$ cat config.mk
export PLATFORM = sky130hd
export DESIGN_NAME = ysyx_22050058_pc_gen_flat
export DESIGN_NICKNAME = d
export VERILOG_FILES = /design/src/rtl/ysyx_22050058_pc_gen_pkg.sv /design/src/rtl/ysyx_22050058_pc_gen_if.sv /design/src/rtl/ysyx_22050058_redir_arb.sv /design/src/rtl/ysyx_22050058_pc_gen.sv /design/src/flat_wrapper.sv
export SDC_FILE = /design/constraint.sdc
export NUM_CORES = 1
export LEC_CHECK = 0
export ABC_AREA = 1
export CORE_AREA = 3 3 152 124
export DETAILED_ROUTE_END_ITERATION = 16
export DIE_AREA = 0 0 155 127
export PLACE_DENSITY = 0.91
export REMOVE_ABC_BUFFERS = 1
export SLEW_MARGIN = 20
export SYNTH_ARGS = -nofsm -noshare
export SYNTH_HDL_FRONTEND = slang
export SYNTH_SLANG_ARGS = --single-unit
$ cat constraint.sdc
create_clock -name clk -period 1.52 [get_ports clk]
set_input_delay 0.228 -clock clk [delete_from_list [all_inputs] [get_ports clk]]
set_output_delay 0.228 -clock clk [all_outputs]
set_load 0.02 [all_outputs]
$ cat src/rtl/ysyx_22050058_pc_gen_pkg.sv
// Shared constants and types for the IF-stage fetch-PC generator.
//   ADDR_W_DEF  : default PC / address width
//   RST_VEC_DEF : default reset vector (truncated to ADDR_W at use)
//   STALL_BIT   : bit of the stall vector that freezes PC advance
//   INSN_STEP   : byte step between sequential fetches
//   pc_state_e  : IDLE/RUN encoding of the fetch FSM
package ysyx_22050058_pc_gen_pkg;

  localparam int unsigned ADDR_W_DEF  = 64;
  localparam logic [63:0] RST_VEC_DEF = 64'h0000_0000_8000_0000;
  localparam int unsigned STALL_BIT   = 0;
  localparam int unsigned INSN_STEP   = 4;

  // IDLE is the one dead cycle after reset; RUN issues fetches.
  typedef enum logic {
    IDLE = 1'b0,
    RUN  = 1'b1
  } pc_state_e;

endpackage

$ cat src/rtl/ysyx_22050058_pc_gen_if.sv
// Fetch request/response channel between the PC generator and instruction memory.
//   req_valid/req_ready : request handshake, fire = valid & ready
//   req_addr/req_epoch  : fetch address and the epoch it was issued under
//   rsp_valid/rsp_epoch : returning response and the epoch it carries
//   rsp_drop            : generator tells IF stage the response is stale
// master = PC generator side, slave = memory / IF side.
interface ysyx_22050058_pc_gen_if
  import ysyx_22050058_pc_gen_pkg::*;
#(
  parameter int unsigned ADDR_W  = ADDR_W_DEF,
  parameter int unsigned EPOCH_W = 2
);

  logic               req_valid;
  logic               req_ready;
  logic [ADDR_W-1:0]  req_addr;
  logic [EPOCH_W-1:0] req_epoch;
  logic               rsp_valid;
  logic [EPOCH_W-1:0] rsp_epoch;
  logic               rsp_drop;

  modport master (
    output req_valid, req_addr, req_epoch, rsp_drop,
    input  req_ready, rsp_valid, rsp_epoch
  );

  modport slave (
    input  req_valid, req_addr, req_epoch, rsp_drop,
    output req_ready, rsp_valid, rsp_epoch
  );

endinterface

$ cat src/rtl/ysyx_22050058_redir_arb.sv
// Fixed-priority redirect arbiter: lowest-index valid channel wins.
//   valid     : per-channel redirect request
//   addr_flat : packed targets, channel i at [i*ADDR_W +: ADDR_W]
//   sel_valid : any channel requesting
//   sel_addr  : target of the winning channel (0 when none)
//   sel_grant : one-hot grant of the winning channel
module ysyx_22050058_redir_arb
  import ysyx_22050058_pc_gen_pkg::*;
#(
  parameter int unsigned NUM    = 3,
  parameter int unsigned ADDR_W = ADDR_W_DEF
) (
  input  logic [NUM-1:0]        valid,
  input  logic [NUM*ADDR_W-1:0] addr_flat,
  output logic                  sel_valid,
  output logic [ADDR_W-1:0]     sel_addr,
  output logic [NUM-1:0]        sel_grant
);

  assign sel_valid = |valid;

  // Walk from the lowest priority upward so the highest-priority hit is the last write.
  always_comb begin
    sel_addr  = '0;
    sel_grant = '0;
    for (int i = int'(NUM) - 1; i >= 0; i--) begin
      if (valid[i]) begin
        sel_grant    = '0;
        sel_grant[i] = 1'b1;
        sel_addr     = addr_flat[i*ADDR_W +: ADDR_W];
      end
    end
  end

endmodule

$ cat src/rtl/ysyx_22050058_pc_gen.sv
// IF-stage fetch-PC generator.
//   clk, rst     : clock, synchronous active-high reset
//   redir_valid  : per-channel redirect (index 0 = highest priority)
//   redir_addr   : packed redirect targets
//   stall        : stall vector, bit 0 freezes PC advance
//   bus          : fetch request/response channel (master side)
//   pc           : current fetch PC (also driven on bus.req_addr)
//   outst_cnt    : fetch requests in flight
//   misalign     : one-cycle pulse when an accepted redirect target is not word aligned
// bus.req_valid and bus.rsp_drop are combinational; everything else is registered.
module ysyx_22050058_pc_gen
  import ysyx_22050058_pc_gen_pkg::*;
#(
  parameter int unsigned ADDR_W    = ADDR_W_DEF,
  parameter logic [63:0] RST_VEC   = RST_VEC_DEF,
  parameter int unsigned NUM_REDIR = 3,
  parameter int unsigned MAX_OUTST = 2,
  parameter int unsigned EPOCH_W   = 2,
  parameter int unsigned STALL_W   = 6,
  localparam int unsigned CNT_W    = $clog2(MAX_OUTST + 1)
) (
  input  logic                        clk,
  input  logic                        rst,
  input  logic [NUM_REDIR-1:0]        redir_valid,
  input  logic [NUM_REDIR*ADDR_W-1:0] redir_addr,
  input  logic [STALL_W-1:0]          stall,
  ysyx_22050058_pc_gen_if.master      bus,
  output logic [ADDR_W-1:0]           pc,
  output logic [CNT_W-1:0]            outst_cnt,
  output logic                        misalign
);

  pc_state_e          state;
  logic [EPOCH_W-1:0] epoch;
  logic               sel_valid;
  logic [ADDR_W-1:0]  sel_addr;
  logic [NUM_REDIR-1:0] sel_grant;
  logic               fire;

  // Redirect channel selection.
  ysyx_22050058_redir_arb #(
    .NUM    (NUM_REDIR),
    .ADDR_W (ADDR_W)
  ) u_redir_arb (
    .valid     (redir_valid),
    .addr_flat (redir_addr),
    .sel_valid (sel_valid),
    .sel_addr  (sel_addr),
    .sel_grant (sel_grant)
  );

  // The grant is only consumed as a sanity check on the arbiter.
  always_comb begin
    assert (!sel_valid || $onehot(sel_grant));
  end

  // Any pending redirect (even in IDLE) blocks the request so a stale address never goes out.
  assign bus.req_valid = (state == RUN) & ~stall[STALL_BIT] & ~sel_valid
                       & (outst_cnt < CNT_W'(MAX_OUTST));
  assign bus.req_addr  = pc;
  assign bus.req_epoch = epoch;
  assign fire          = bus.req_valid & bus.req_ready;

  // Stale when issued under an older epoch; a redirect this cycle has not bumped epoch yet.
  assign bus.rsp_drop  = bus.rsp_valid & (bus.rsp_epoch != epoch);

  // FSM, PC, epoch and misalign pulse.
  always_ff @(posedge clk) begin
    if (rst) begin
      state    <= IDLE;
      pc       <= ADDR_W'(RST_VEC);
      epoch    <= '0;
      misalign <= 1'b0;
    end else begin
      misalign <= 1'b0;
      if (state == IDLE) begin
        state <= RUN;
      end else if (sel_valid) begin
        // Redirect wins over stall and over a sequential fetch.
        pc       <= {sel_addr[ADDR_W-1:2], 2'b00};
        epoch    <= epoch + EPOCH_W'(1);
        misalign <= |sel_addr[1:0];
      end else if (fire) begin
        pc <= pc + ADDR_W'(INSN_STEP);
      end
    end
  end

  // In-flight counter; a response with nothing outstanding is ignored.
  always_ff @(posedge clk) begin
    if (rst) begin
      outst_cnt <= '0;
    end else if (fire && !bus.rsp_valid) begin
      outst_cnt <= outst_cnt + CNT_W'(1);
    end else if (!fire && bus.rsp_valid && (outst_cnt != '0)) begin
      outst_cnt <= outst_cnt - CNT_W'(1);
    end
  end

endmodule

$ cat src/flat_wrapper.sv
// flat-port wrapper written by rule: the top's interface ports become plain ports
module ysyx_22050058_pc_gen_flat import ysyx_22050058_pc_gen_pkg::*;
#(
  parameter int unsigned ADDR_W    = ADDR_W_DEF,
  parameter logic [63:0] RST_VEC   = RST_VEC_DEF,
  parameter int unsigned NUM_REDIR = 3,
  parameter int unsigned MAX_OUTST = 2,
  parameter int unsigned EPOCH_W   = 2,
  parameter int unsigned STALL_W   = 6,
  localparam int unsigned CNT_W    = $clog2(MAX_OUTST + 1)
)
  (clk, rst, redir_valid, redir_addr, stall, pc, outst_cnt, misalign, bus_req_valid, bus_req_addr, bus_req_epoch, bus_rsp_drop, bus_req_ready, bus_rsp_valid, bus_rsp_epoch);
  ysyx_22050058_pc_gen_if #(.ADDR_W(ADDR_W), .EPOCH_W(EPOCH_W)) bus_i ();
  input  logic clk;
  input  logic rst;
  input  logic [NUM_REDIR-1:0] redir_valid;
  input  logic [NUM_REDIR*ADDR_W-1:0] redir_addr;
  input  logic [STALL_W-1:0] stall;
  output logic [ADDR_W-1:0] pc;
  output logic [CNT_W-1:0] outst_cnt;
  output logic misalign;
  output wire logic [$bits(bus_i.req_valid)-1:0] bus_req_valid;
  output wire logic [$bits(bus_i.req_addr)-1:0] bus_req_addr;
  output wire logic [$bits(bus_i.req_epoch)-1:0] bus_req_epoch;
  output wire logic [$bits(bus_i.rsp_drop)-1:0] bus_rsp_drop;
  input wire logic [$bits(bus_i.req_ready)-1:0] bus_req_ready;
  input wire logic [$bits(bus_i.rsp_valid)-1:0] bus_rsp_valid;
  input wire logic [$bits(bus_i.rsp_epoch)-1:0] bus_rsp_epoch;
  assign bus_req_valid = bus_i.req_valid;
  assign bus_req_addr = bus_i.req_addr;
  assign bus_req_epoch = bus_i.req_epoch;
  assign bus_rsp_drop = bus_i.rsp_drop;
  assign bus_i.req_ready = bus_req_ready;
  assign bus_i.rsp_valid = bus_rsp_valid;
  assign bus_i.rsp_epoch = bus_rsp_epoch;
  ysyx_22050058_pc_gen #(.ADDR_W(ADDR_W), .RST_VEC(RST_VEC), .NUM_REDIR(NUM_REDIR), .MAX_OUTST(MAX_OUTST), .EPOCH_W(EPOCH_W), .STALL_W(STALL_W)) u_core (.clk(clk), .rst(rst), .redir_valid(redir_valid), .redir_addr(redir_addr), .stall(stall), .bus(bus_i), .pc(pc), .outst_cnt(outst_cnt), .misalign(misalign));
endmodule
* After elaboration in Yosys (flattened, before gate mapping)
Index checks and enable logic that the tools add are counted.
** Word-level totals
- Bits in registers :: 70
- Input bits :: 207
- Output and inout port bits :: 135
- Word-level logic and storage cells :: 40
** Cells by class
- Add/sub/neg operators :: 4
- Magnitude comparators :: 1
- Equality and inequality tests :: 1
- Muxes and demuxes :: 8
- Bitwise logic cells :: 8
- Reductions and logical operators :: 13
** Operator list (count)
- $mux W64 :: 5
- $add A64 B3 Y64 const B :: 1
- $reduce_bool A2 Y1 :: 3
- $reduce_or A3 Y1 :: 2
- $and A1 B1 Y1 :: 5
- $add A2 B1 Y2 const B :: 2
- $mux W2 :: 2
- $reduce_and A2 Y1 :: 2
- $logic_and A1 B1 Y1 :: 3
- $not A1 Y1 :: 3
- $logic_not A1 Y1 :: 2
- $lt A2 B2 Y1 const B :: 1
- $ne A2 B2 Y1 :: 1
- $reduce_or A2 Y1 :: 1
- $sub A2 B1 Y2 const B :: 1
- $mux W1 :: 1

* Longest topological paths before layout
- Word-level depth :: 10
- Depth in mapped cells :: 11
- Mapped depth without buffers :: 11

* By module
From an unflattened synthesis, not the netlist that was laid out.
** Unflattened totals
- Cell total of the unflattened synthesis :: 1436
- Area total of the unflattened synthesis :: 7611.0 sq um
** Modules (own cells, without submodules)
- ysyx_22050058_pc_gen :: times used 1, cells each 1010, area an instance 5808.1 sq um, sequential area each 1361.3 sq um
- ysyx_22050058_redir_arb :: times used 1, cells each 426, area an instance 1803.0 sq um, sequential area each 0.0 sq um

* Worst setup path before layout
OpenSTA, ideal clock, no wires.
- Kind :: register to register
- From :: reg u_core.pc[3], in the netlist u_core.bus.req_addr[3]
- To :: reg u_core.pc[56], in the netlist u_core.bus.req_addr[56]
- Library setup time :: 0.122 ns
- Arrival :: 1.582 ns
- Required time :: 1.398 ns
- Slack :: -0.184 ns
- Cell stages (with the launch flop) :: 11
- Path buffers :: 0
- Period minus slack after synthesis :: 1.704 ns
- Cell sequence :: dfxtp_1 ha_1 nand2_1 inv_1 nand3_1 nor2_4 nand2_4 nor2_1 nand2_1 nand3_1 a21oi_1
** Between the ends
- Word-level cells in the longest chain between the ends :: 3
** RTL lines
- start, declared :: RTL line ysyx_22050058_pc_gen.sv:28 : output logic [ADDR_W-1:0] pc,
- start signal, assigned :: RTL line ysyx_22050058_pc_gen.sv:71 : pc <= ADDR_W'(RST_VEC);
- start signal, assigned :: RTL line ysyx_22050058_pc_gen.sv:80 : pc <= {sel_addr[ADDR_W-1:2], 2'b00};
- start signal, assigned :: RTL line ysyx_22050058_pc_gen.sv:84 : pc <= pc + ADDR_W'(INSN_STEP);
- $add A64 B3 Y64 :: RTL line ysyx_22050058_pc_gen.sv:84
- $mux W64 :: RTL line ysyx_22050058_pc_gen.sv:83 : end else if (fire) begin
- $mux W64 :: RTL line ysyx_22050058_pc_gen.sv:78 : end else if (sel_valid) begin
Every way passes these cells. The select of a mux whose other input is x is not followed.
A chain may end at the register's enable or synchronous reset.

* Worst setup path after layout
- From :: reg u_core.pc[2], in the netlist u_core.bus.req_addr[2]
- To :: reg u_core.pc[38], in the netlist u_core.bus.req_addr[38]
The elaborated chain is that of the path after synthesis.

==> results.ini <==
[cts]
numCtsBuffers = 9
clkTransAtPathRegs_ps = 60
clk_latency_ps = 360
cts_hold_buffers = 0
cts_tree = done
htreeDepth = 3
cts_sinks = 68
cts-root-buf = clkbuf_16
clock_path_buffers = 2

[placed_design]
io_buffers = 332
preCtsSetupSlack_ps = -455
place_area_um2 = 10600
gp_congestion = 0.976
dp_hpwl_um = 23400
dp_cells = 1724

[layout]
nets = 1750
layout_common_cells = 284 x nand2_1, 198 x clkdlybuf4s50_1, 146 x buf_4
area_growth_pct = 86.1
seq_area_um2 = 1410
multi_input_area_um2 = 4670
final_cells = 1772
final_common_cell = nand2_1
design_area_um2 = 11900
fillers = 1349
n_antenna_cell = 0
drive_gt1_share_pct = 26.1

[detailed_routing]
drc = 0
vias = 10200
drtIter0Drc = 1626
drt_wl_total_um = 35900
via_per_inst = 5.78
wire_per_inst_um = 20.2
drtAntennaViolNets = 0
first_pass_iters = 8

[power]
p_switching_mw = 2.63
seqPwrFrac_pct = 28.2
p_per_area_nw_per_um2 = 643
combPwrFrac_pct = 38.6
p_leak_nw = 5.21
clock_power_share_pct = 33.3
swShare_pct = 34.3
peakVddDrop_v = 0.000570
fin_total_pwr_mw = 7.68
p_int_mw = 5.05

[sta]
max_freq_mhz = 536
report.final.slew_viol_count = 0
hold_viol_final = 0
period_needed_ps = 1860
fin_ws_ps = -344
fin_skew_ps = 8.71
hold_ws_ps = 443
setup-violations-final = 56
min_period_over_period_pct = 123
rsz0062_at_grt = yes

[synth]
synth_top_area_share_pct = 21.2
seq_area_frac_synth_pct = 21.2
synth_edf_count = 0
synthFlopType = dfxtp_1
syn-instance-count = 1131
yosys_register_bits = 68
synthArstFlopShare_pct = 0
yosysWarnings = 0
synth.area.top_cells = dfxtp_1 21%, nand2_1 19%, a21oi_1 12%, buf_4 8.2%, o21ai_0 6.9%
syn_avg_cell_area_um2 = 5.68
synth_area_um2 = 6420
synth.distinct_cells = 33
synth_top_area_cell = dfxtp_1

[setup_path]
critPathMaxFanout = 5
cp.required_ps = 1790
cp.arrival_ps = 2140
critPathKind = flop to flop
end_kind = flop
cp-start-kind = flop

[global_route]
gr-total-overflow = 0
grt_start_max_net_pins = 42
antenna_found_initial = 0
grt_pass1_vias = 9130
groute.usage.overall_pct = 29.5
grt_pass1_wl_um = 46600

[status]
status = complete, but fails checks
violations = negative setup slack

[floorplan]
rows = 43
core_um2 = 17400
start_util_pct = 37.0
die_w_um = 155
fp.dieH_um = 127
io_pins = 342
die_area_um2 = 19700

[job]
drv_cap = 0

[worst_hold_path]
hp-class = input port to flop

path summary, 6_finish.rpt:
path	from	endpoint	slack, ps	cells past startpoint
hold / removal	redir_valid[2]	u_core.misalign	440	5
setup reg to reg	u_core.bus.req_addr[2]	u_core.bus.req_addr[38]	-340	11
hold reg to reg	u_core.outst_cnt[0]	u_core.outst_cnt[0]	490	2
setup / recovery	u_core.bus.req_addr[2]	u_core.bus.req_addr[38]	-340	11
synthesized netlist by cell type (2+ instances only):
library cell  count
nand4_1           6
buf_1             2
nand2_2           8
dfxtp_1          68
nand3_1          65
xnor2_1           2
o21bai_1         13
nor2_1          112
buf_2            17
buf_4            70
xor2_1            5
o21ai_0          89
inv_2             5
a211oi_1         42
a21oi_1         148
nor2_4            3
clkbuf_1         29
a31oi_1          13
nor3_1            2
o211ai_1          3
o21ai_1           3
nor2_2            8
inv_1            90
nand2_1         319
power by group through the flow:
stage,Combinational [mW],Clock (mW),Sequential [mW]
6_report,2.96,2.56,2.16
4_1_cts,2.71,2.55,2.12
5_1_grt,3.13,2.64,2.17
3_3_place_gp,2.83,0,2.14
3_5_place_dp,2.89,0,2.14
2_1_floorplan,0.601,0,2.55
what timing repair did:
action                     4_1_cts  5_1_grt
resized for setup              226      180
setup buffers                    9       20
setup endpoints to repair      188       72
pin swaps                       29       59
cloned                           0        5
stage by stage:
step,TNS [ps],util [%]
floorplan,-37190,-
global placement,-20680,60.9
detailed placement,-23100,60.9
CTS,-727,64.0
global route,-12820,68.8
finish,-9680,68.8
final cells by class:
class | instances | area share (%)
Timing Repair Buffer | 515 | 40.8
Multi-Input combinational cell | 852 | 39.1
Sequential cell | 68 | 11.8
Inverter | 96 | 3.04
Tap cell | 225 | 2.36
Clock buffer | 12 | 2.15
Clock inverter | 4 | 0.796
registers in the layout, summed over array words and instances (netlist names):
name / cells
u_core.outst_cnt: 2
u_core.bus.req_epoch: 2
u_core.state: 1
u_core.misalign: 1
u_core.bus.req_addr: 62
worst max-delay path, cell delays in order (launching register included):
cell	delay, ps
dfxtp_4	360
ha_4	160
nand2_4	70
nor2_4	130
buf_6	130
nand2_4	60
nor2_4	150
buf_6	160
nand2_8	90
o21bai_1	180
nand3_1	110
a21oi_1	160
cell families after synthesis:
| group | after synthesis | synth area share [%] |
|---|---|---|
| fa+ha+maj | 1 | 0.195 |
| buf+inv | 214 | 16.9 |
| flops | 68 | 21.2 |
| other cells | 1 | 0.0584 |
| compound gates | 314 | 27.1 |
| xor+xnor | 7 | 0.955 |
| simple gates | 526 | 33.5 |
layer usage:
layer	vias to the layer above	routed length, µm	GRT usage, %	part of all wire, %
met5	-	0	0	0
li1	4492	-	-	-
met2	907	16300	51.4	45
met3	262	4330	5.59	12
met4	0	2260	10.3	6.3
met1	4588	13000	36.4	36
Power figures use the tool's default switching activity.
